==> src/rtl/iic_pkg.sv <==
// Shared definitions for the EEPROM sequencer and the iic master it drives:
// sequencer states, wait-budget derivations and 24LC64 device constants.
package iic_pkg;

  typedef enum logic [2:0] {
    ST_IDLE,
    ST_WR_REQ,
    ST_WR_TXN,
    ST_WR_TWC,
    ST_RD_REQ,
    ST_RD_TXN,
    ST_RD_CHK,
    ST_FIN
  } seq_state_t;

  localparam logic [6:0] EEPROM_DEV_ADD   = 7'b1010011;
  localparam int         EEPROM_PAGE_SIZE = 32;

  // 50 SCL periods per transaction; divide first so the product stays in int range.
  function automatic int txn_wait(input int sys_clk, input int iic_scl);
    return (sys_clk / iic_scl) * 50;
  endfunction

  // 5 ms internal write cycle.
  function automatic int twr_wait(input int sys_clk);
    return sys_clk / 200;
  endfunction

  function automatic int max2(input int a, input int b);
    return (a > b) ? a : b;
  endfunction

endpackage

==> src/rtl/wait_timer.sv <==
// Loadable down-counter; tc_o is high during the last cycle of a loaded count
// (a load of V gives V cycles with tc_o on the V-th). A load of 0 never terminates.
module wait_timer #(
  parameter int W = 18
) (
  input  logic         clk_i,
  input  logic         rst_i,
  input  logic         load_i,
  input  logic [W-1:0] val_i,
  output logic         tc_o
);

  logic [W-1:0] cnt_q;

  always_ff @(posedge clk_i) begin
    if (rst_i) begin
      cnt_q <= '0;
    end else if (load_i) begin
      cnt_q <= val_i;
    end else if (cnt_q != '0) begin
      cnt_q <= cnt_q - 1'b1;
    end
  end

  assign tc_o = (cnt_q == W'(1));

endmodule

==> src/rtl/eeprom_rw_seq.sv <==
// Writes NUM_BYTES bytes (seed+idx) to the EEPROM through the iic master, reads
// them back and counts mismatches. Transactions are paced by fixed cycle budgets.
module eeprom_rw_seq
  import iic_pkg::*;
#(
  parameter int          SYS_CLK   = 50_000_000,
  parameter int          IIC_SCL   = 250_000,
  parameter int          NUM_BYTES = 8,
  parameter logic [15:0] BASE_ADD  = 16'h0000,
  parameter int          TXN_WAIT  = txn_wait(SYS_CLK, IIC_SCL),
  parameter int          TWR_WAIT  = twr_wait(SYS_CLK)
) (
  input  logic        sys_clk,
  input  logic        sys_rst,
  input  logic        start,
  input  logic [7:0]  seed,
  output logic        busy,
  output logic        done,
  output logic        pass,
  output logic [8:0]  err_cnt,
  output logic [7:0]  rd_byte,
  output logic        rd_valid,
  output logic        iic_add_bit,
  output logic        iic_wr_en,
  output logic        iic_rd_en,
  output logic [15:0] iic_word_add,
  output logic [7:0]  iic_wr_data,
  input  logic [7:0]  iic_rd_data
);

  localparam int TW = $clog2(max2(TXN_WAIT, TWR_WAIT) + 1);
  localparam int IW = (NUM_BYTES > 1) ? $clog2(NUM_BYTES) : 1;
  localparam logic [IW-1:0] LAST_IDX = IW'(NUM_BYTES - 1);

  seq_state_t    state_q;
  logic [IW-1:0] idx_q;
  logic [7:0]    seed_q;
  logic          busy_q, done_q, pass_q, rd_valid_q, wr_en_q, rd_en_q;
  logic [8:0]    err_cnt_q;
  logic [7:0]    rd_byte_q, wr_data_q;
  logic [15:0]   word_add_q;

  logic          tmr_load, tmr_tc;
  logic [TW-1:0] tmr_val;
  logic [IW-1:0] idx_nxt;
  logic [7:0]    exp_byte;

  assign idx_nxt  = idx_q + 1'b1;
  assign exp_byte = seed_q + 8'(idx_q);

  // The request cycle itself is the first cycle of the TXN_WAIT budget.
  always_comb begin
    tmr_load = 1'b0;
    tmr_val  = '0;
    case (state_q)
      ST_WR_REQ, ST_RD_REQ: begin
        tmr_load = 1'b1;
        tmr_val  = TW'(TXN_WAIT - 1);
      end
      ST_WR_TXN: begin
        if (tmr_tc) begin
          tmr_load = 1'b1;
          tmr_val  = TW'(TWR_WAIT);
        end
      end
      default: ;
    endcase
  end

  wait_timer #(.W(TW)) u_wait_timer (
    .clk_i  (sys_clk),
    .rst_i  (sys_rst),
    .load_i (tmr_load),
    .val_i  (tmr_val),
    .tc_o   (tmr_tc)
  );

  always_ff @(posedge sys_clk) begin
    if (sys_rst) begin
      state_q    <= ST_IDLE;
      idx_q      <= '0;
      seed_q     <= '0;
      busy_q     <= 1'b0;
      done_q     <= 1'b0;
      pass_q     <= 1'b0;
      rd_valid_q <= 1'b0;
      wr_en_q    <= 1'b0;
      rd_en_q    <= 1'b0;
      err_cnt_q  <= '0;
      rd_byte_q  <= '0;
      wr_data_q  <= '0;
      word_add_q <= '0;
    end else begin
      wr_en_q    <= 1'b0;
      rd_en_q    <= 1'b0;
      rd_valid_q <= 1'b0;
      done_q     <= 1'b0;
      case (state_q)
        ST_IDLE: begin
          if (start) begin
            seed_q     <= seed;
            idx_q      <= '0;
            err_cnt_q  <= '0;
            pass_q     <= 1'b0;
            busy_q     <= 1'b1;
            wr_en_q    <= 1'b1;
            word_add_q <= BASE_ADD;
            wr_data_q  <= seed;
            state_q    <= ST_WR_REQ;
          end
        end
        ST_WR_REQ: state_q <= ST_WR_TXN;
        ST_WR_TXN: if (tmr_tc) state_q <= ST_WR_TWC;
        ST_WR_TWC: begin
          if (tmr_tc) begin
            if (idx_q == LAST_IDX) begin
              idx_q      <= '0;
              rd_en_q    <= 1'b1;
              word_add_q <= BASE_ADD;
              state_q    <= ST_RD_REQ;
            end else begin
              idx_q      <= idx_nxt;
              wr_en_q    <= 1'b1;
              word_add_q <= BASE_ADD + 16'(idx_nxt);
              wr_data_q  <= seed_q + 8'(idx_nxt);
              state_q    <= ST_WR_REQ;
            end
          end
        end
        ST_RD_REQ: state_q <= ST_RD_TXN;
        ST_RD_TXN: begin
          // Readback is sampled on the last edge of the budget so RD_CHK shows it.
          if (tmr_tc) begin
            rd_byte_q  <= iic_rd_data;
            rd_valid_q <= 1'b1;
            if (iic_rd_data != exp_byte) err_cnt_q <= err_cnt_q + 9'd1;
            state_q    <= ST_RD_CHK;
          end
        end
        ST_RD_CHK: begin
          if (idx_q == LAST_IDX) begin
            done_q  <= 1'b1;
            busy_q  <= 1'b0;
            pass_q  <= (err_cnt_q == '0);
            state_q <= ST_FIN;
          end else begin
            idx_q      <= idx_nxt;
            rd_en_q    <= 1'b1;
            word_add_q <= BASE_ADD + 16'(idx_nxt);
            state_q    <= ST_RD_REQ;
          end
        end
        ST_FIN:  state_q <= ST_IDLE;
        default: state_q <= ST_IDLE;
      endcase
    end
  end

  assign busy         = busy_q;
  assign done         = done_q;
  assign pass         = pass_q;
  assign err_cnt      = err_cnt_q;
  assign rd_byte      = rd_byte_q;
  assign rd_valid     = rd_valid_q;
  assign iic_add_bit  = 1'b1;
  assign iic_wr_en    = wr_en_q;
  assign iic_rd_en    = rd_en_q;
  assign iic_word_add = word_add_q;
  assign iic_wr_data  = wr_data_q;

endmodule

==> config.mk <==
export PLATFORM = sky130hd
export DESIGN_NAME = eeprom_rw_seq
export DESIGN_NICKNAME = d
export VERILOG_FILES = /design/src/rtl/iic_pkg.sv /design/src/rtl/wait_timer.sv /design/src/rtl/eeprom_rw_seq.sv
export SDC_FILE = /design/constraint.sdc
export NUM_CORES = 1
export LEC_CHECK = 0
export ABC_CLOCK_PERIOD_IN_PS = 5000
export BUFFER_PORTS_ARGS = -buffer_cell sky130_fd_sc_hd__buf_2
export CAP_MARGIN = 5
export CORE_UTILIZATION = 48
export DETAILED_ROUTE_END_ITERATION = 6
export GPL_ROUTABILITY_DRIVEN = 0
export PLACE_DENSITY = 0.77
export RECOVER_POWER = 100
export SLEW_MARGIN = 20
export SYNTH_ARGS = -nofsm -noshare
export SYNTH_HDL_FRONTEND = slang
export SYNTH_SLANG_ARGS = --single-unit
==> constraint.sdc <==
create_clock -name sys_clk -period 5 [get_ports sys_clk]
set_input_delay 0.5 -clock sys_clk [delete_from_list [all_inputs] [get_ports sys_clk]]
set_output_delay 0.5 -clock sys_clk [all_outputs]
set_load 0.05 [all_outputs]
==> run_results.csv <==
group,metric,value,unit
run_status,status,"finished, violations left",
synth,ys.flop_type,"dfxtp_1",
hold_path,hp-class,"input pin to flop",
global_routing,grt_start_max_net_pins,60,
global_routing,antenna_found_initial,0,
clock_network,cts_resized,0,
floorplanning,std_cell_rows,31,
cells_and_area,n_antenna_cell,0,
critical_path,start_kind,"flop",
clock_network,path_clk_slew,70,ps
floorplanning,dieHeight,89.3,um
synth,ys_async_sr_fraction,0,
synth,ys_seq_area_frac,0.345,
timing,fin_crit,3510,ps
flow_run,cap_violations,1,
synth,syn-mean-instance-area,8.02,um^2
global_routing,first_global_vias,2897,
floorplanning,io_pins,67,
cells_and_area,final_nets,529,
floorplanning,fp.coreArea,7290,um^2
drt,first_pass_iters,5,
timing,hold_viol,0,
critical_path,reg2reg_slack,1490,ps
clock_network,holdBufCountCts,0,
drt,routed_wl,8690,um
clock_network,postCtsSetupBuffers,0,
drt,post_drt_wl_per_cell,14.5,um
drt,drc,0,
global_routing,track_usage,0.222,
global_routing,globalRouteOverflowTotal,0,
timing,setup_total_negative_slack,0,ps
critical_path,rr_endpoint,"err_cnt[8]$_SDFFE_PP0P_",
place,io_buffers,52,
clock_network,clockBufferDepth,2,
critical_path,worst_path_max_delay_cell,"nor4_1",
timing,rsz0062_at_grt,"no",
clock_network,cts_made_buffers,9,
cells_and_area,area_growth,8.89,%
floorplanning,initial_core_util,0.502,
critical_path,critPathMaxFanout,10,
clock_network,cts_tree,"yes",
power_and_ir_drop,p_leak,0.00160,uW
critical_path,critPathKind,"flop to flop",
synth,synth_cell_types,56,
drt,num_vias,3382,
critical_path,path_cells,"nor3_1 > nand3_1 > nor4_1 > nor2_1 > a21oi_1 > o221ai_1",
cells_and_area,nFillCells,750,
critical_path,cp.required,5220,ps
hold_path,hold-path-endpoint,"seed_q[0]$_SDFFE_PP0P_",
drt,drt-initial-drc-count,190,
timing,slew_violations,11,
clock_network,cts_root_buffer,"clkbuf_8",
synth,ys_ff_latch,63,
timing,post-route-period-util,0.703,
power_and_ir_drop,ir_worst_vdd,0.321,mV
critical_path,worst_r2r_path_depth,6,
timing,worst_pin_slew,1590,ps
floorplanning,die_area,7980,um^2
floorplanning,die_x,89.3,um
critical_path,max_stage_delay,1310,ps
timing,worst_slack,1490,ps
drt,via_per_inst,5.66,
clock_network,htree_levels,3,
place,post-place-ws,2290,ps
timing,fin_worst_skew,8.60,ps
place,place_hpwl,6220,um
synth,syn_area,3660,um^2
hold_path,hold_start,"seed[0]",
clock_network,clk_latency,350,ps
timing,maxSlewHeadroom,-0.0713,
cells_and_area,drive_above_1_share,0.0862,
global_routing,grt_pass1_wl,13500,um
run_status,failed_checks,"max-capacitance violations, max-slew violations",
drt,ant_nets,0,
synth,yosysWarnings,0,
synth,synthCells,456,
hold_path,worstHoldPathCells,3,
critical_path,cp-end-kind,"flop",
synth,synth_edf_count,0,
timing,fmax,285,MHz
critical_path,cp.arrival,3740,ps
power_and_ir_drop,power_density,431,nW/um^2
timing,setup_viol,0,
critical_path,r2r-start,"u_wait_timer.cnt_q[2]$_SDFFE_PP0P_",
clock_network,cts_sinks,63,
## kinds of logic after synthesis
kind of cell / Yosys count / synth area share
AND/OR/NAND/NOR: 188 / 0.253
multiplexers: 10 / 0.0287
adder cells (fa/ha/maj): 15 / 0.0554
buffers and inverters: 47 / 0.0674
XOR/XNOR: 29 / 0.0694
AO/OA/AOI/OAI: 102 / 0.179
flip-flops: 63 / 0.345
other: 2 / 0.00205
## cell usage in the layout, fill, tap and decap left out, types with 5 or more instances in the layout
cell      instances
a31oi_1           7
nand3_1          22
clkbuf_1         34
a21o_1            5
o21ai_0          11
nand2_1          60
clkbuf_8         12
o31ai_1           7
buf_2            18
or3_1             5
xor2_1           15
nor3_1           19
and3_1            6
a211oi_1          6
dfxtp_1          63
ha_1             13
nor2_1           45
nand4_1           6
nor4_1            6
a211o_1           7
a21oi_1          45
conb_1           14
inv_1            11
xnor2_1          14
mux2i_1           6
## report_power, final
part           switching (uW)  total [uW]  internal, uW  leakage (uW)
Clock                     202         418           216     0.0000942
Sequential               84.5         661           577      0.000514
Combinational             406         637           231      0.000989
## worst max path at each step
stage                                            start                       to  slack [ps]
CTS                             seed_q[1]$_SDFFE_PP0P_  err_cnt[0]$_SDFFE_PP0P_        2280
finish              u_wait_timer.cnt_q[2]$_SDFFE_PP0P_  err_cnt[8]$_SDFFE_PP0P_        1490
global route        u_wait_timer.cnt_q[2]$_SDFFE_PP0P_  err_cnt[1]$_SDFFE_PP0P_        1010
global placement                seed_q[1]$_SDFFE_PP0P_  err_cnt[0]$_SDFFE_PP0P_        2360
floorplan                 iic_word_add[1]$_SDFFE_PP0P_  err_cnt[6]$_SDFFE_PP0P_        2260
detailed placement        iic_word_add[0]$_SDFFE_PP0P_  err_cnt[0]$_SDFFE_PP0P_        2290
## state kept, by name (all words and copies together) (netlist names)
name and count:
state_q 3, busy 1, iic_wr_en 1, iic_wr_data 8, rd_byte 8, done 1, rd_valid 1, err_cnt 9
pass 1, iic_rd_en 1, iic_word_add 3, seed_q 8, u_wait_timer.cnt_q 18
## worst max-delay path, delay by kind of cell (launching register included)
kind | cells | cell delay, ps
DFF | 1 | 340
AOI/OAI and AO/OA | 2 | 550
and+or+nand+nor | 4 | 2520
## per-layer routing
layer / global-route usage / wire length, um / up-vias / share of wire
met2: 0.352 / 4020 / 133 / 0.46
li1: - / - / 1662 / -
met3: 0.0591 / 459 / 28 / 0.053
met1: 0.290 / 4020 / 1559 / 0.46
met4: 0.0794 / 185 / 0 / 0.021
met5: 0 / 0 / - / 0
## per-stage QoR
step / power (uW) / instance area, um^2 / instances / hold slack (ps) / utilization
2_1_floorplan: 1230 / 3700 / 468 / 457 / -
3_3_place_gp: 1300 / 3880 / 583 / 437 / 0.532
3_5_place_dp: 1330 / 3880 / 583 / 441 / 0.532
4_1_cts: 1750 / 4070 / 598 / 389 / 0.557
5_1_grt: 1820 / 3980 / 598 / 396 / 0.546
6_report: 1720 / 3980 / 598 / 397 / 0.546
## cell type report
cell class / count / area (um^2) / area share
timing repair buffer: 52 / 218 / 0.0546
tap: 99 / 124 / 0.0311
clock buffer: 12 / 165 / 0.0415
sequential: 63 / 1260 / 0.317
multi-input combinational: 358 / 2160 / 0.541
clock inverter: 3 / 17.5 / 0.00440
inverter: 11 / 41.3 / 0.0104
## cell usage after synthesis (7+ instances only)
cell type	instances	area share
inv_1	11	0.011
xor2_1	15	0.036
a211o_1	7	0.017
xnor2_1	14	0.034
nor3_1	19	0.026
buf_4	15	0.031
nand3_1	21	0.029
a21oi_1	44	0.060
dfxtp_1	63	0.34
a31oi_1	7	0.012
nor2_1	45	0.046
o21ai_0	11	0.015
ha_1	13	0.044
clkbuf_1	14	0.014
o31ai_1	7	0.014
nand2_1	60	0.062
(Power assumes the default switching activity.)
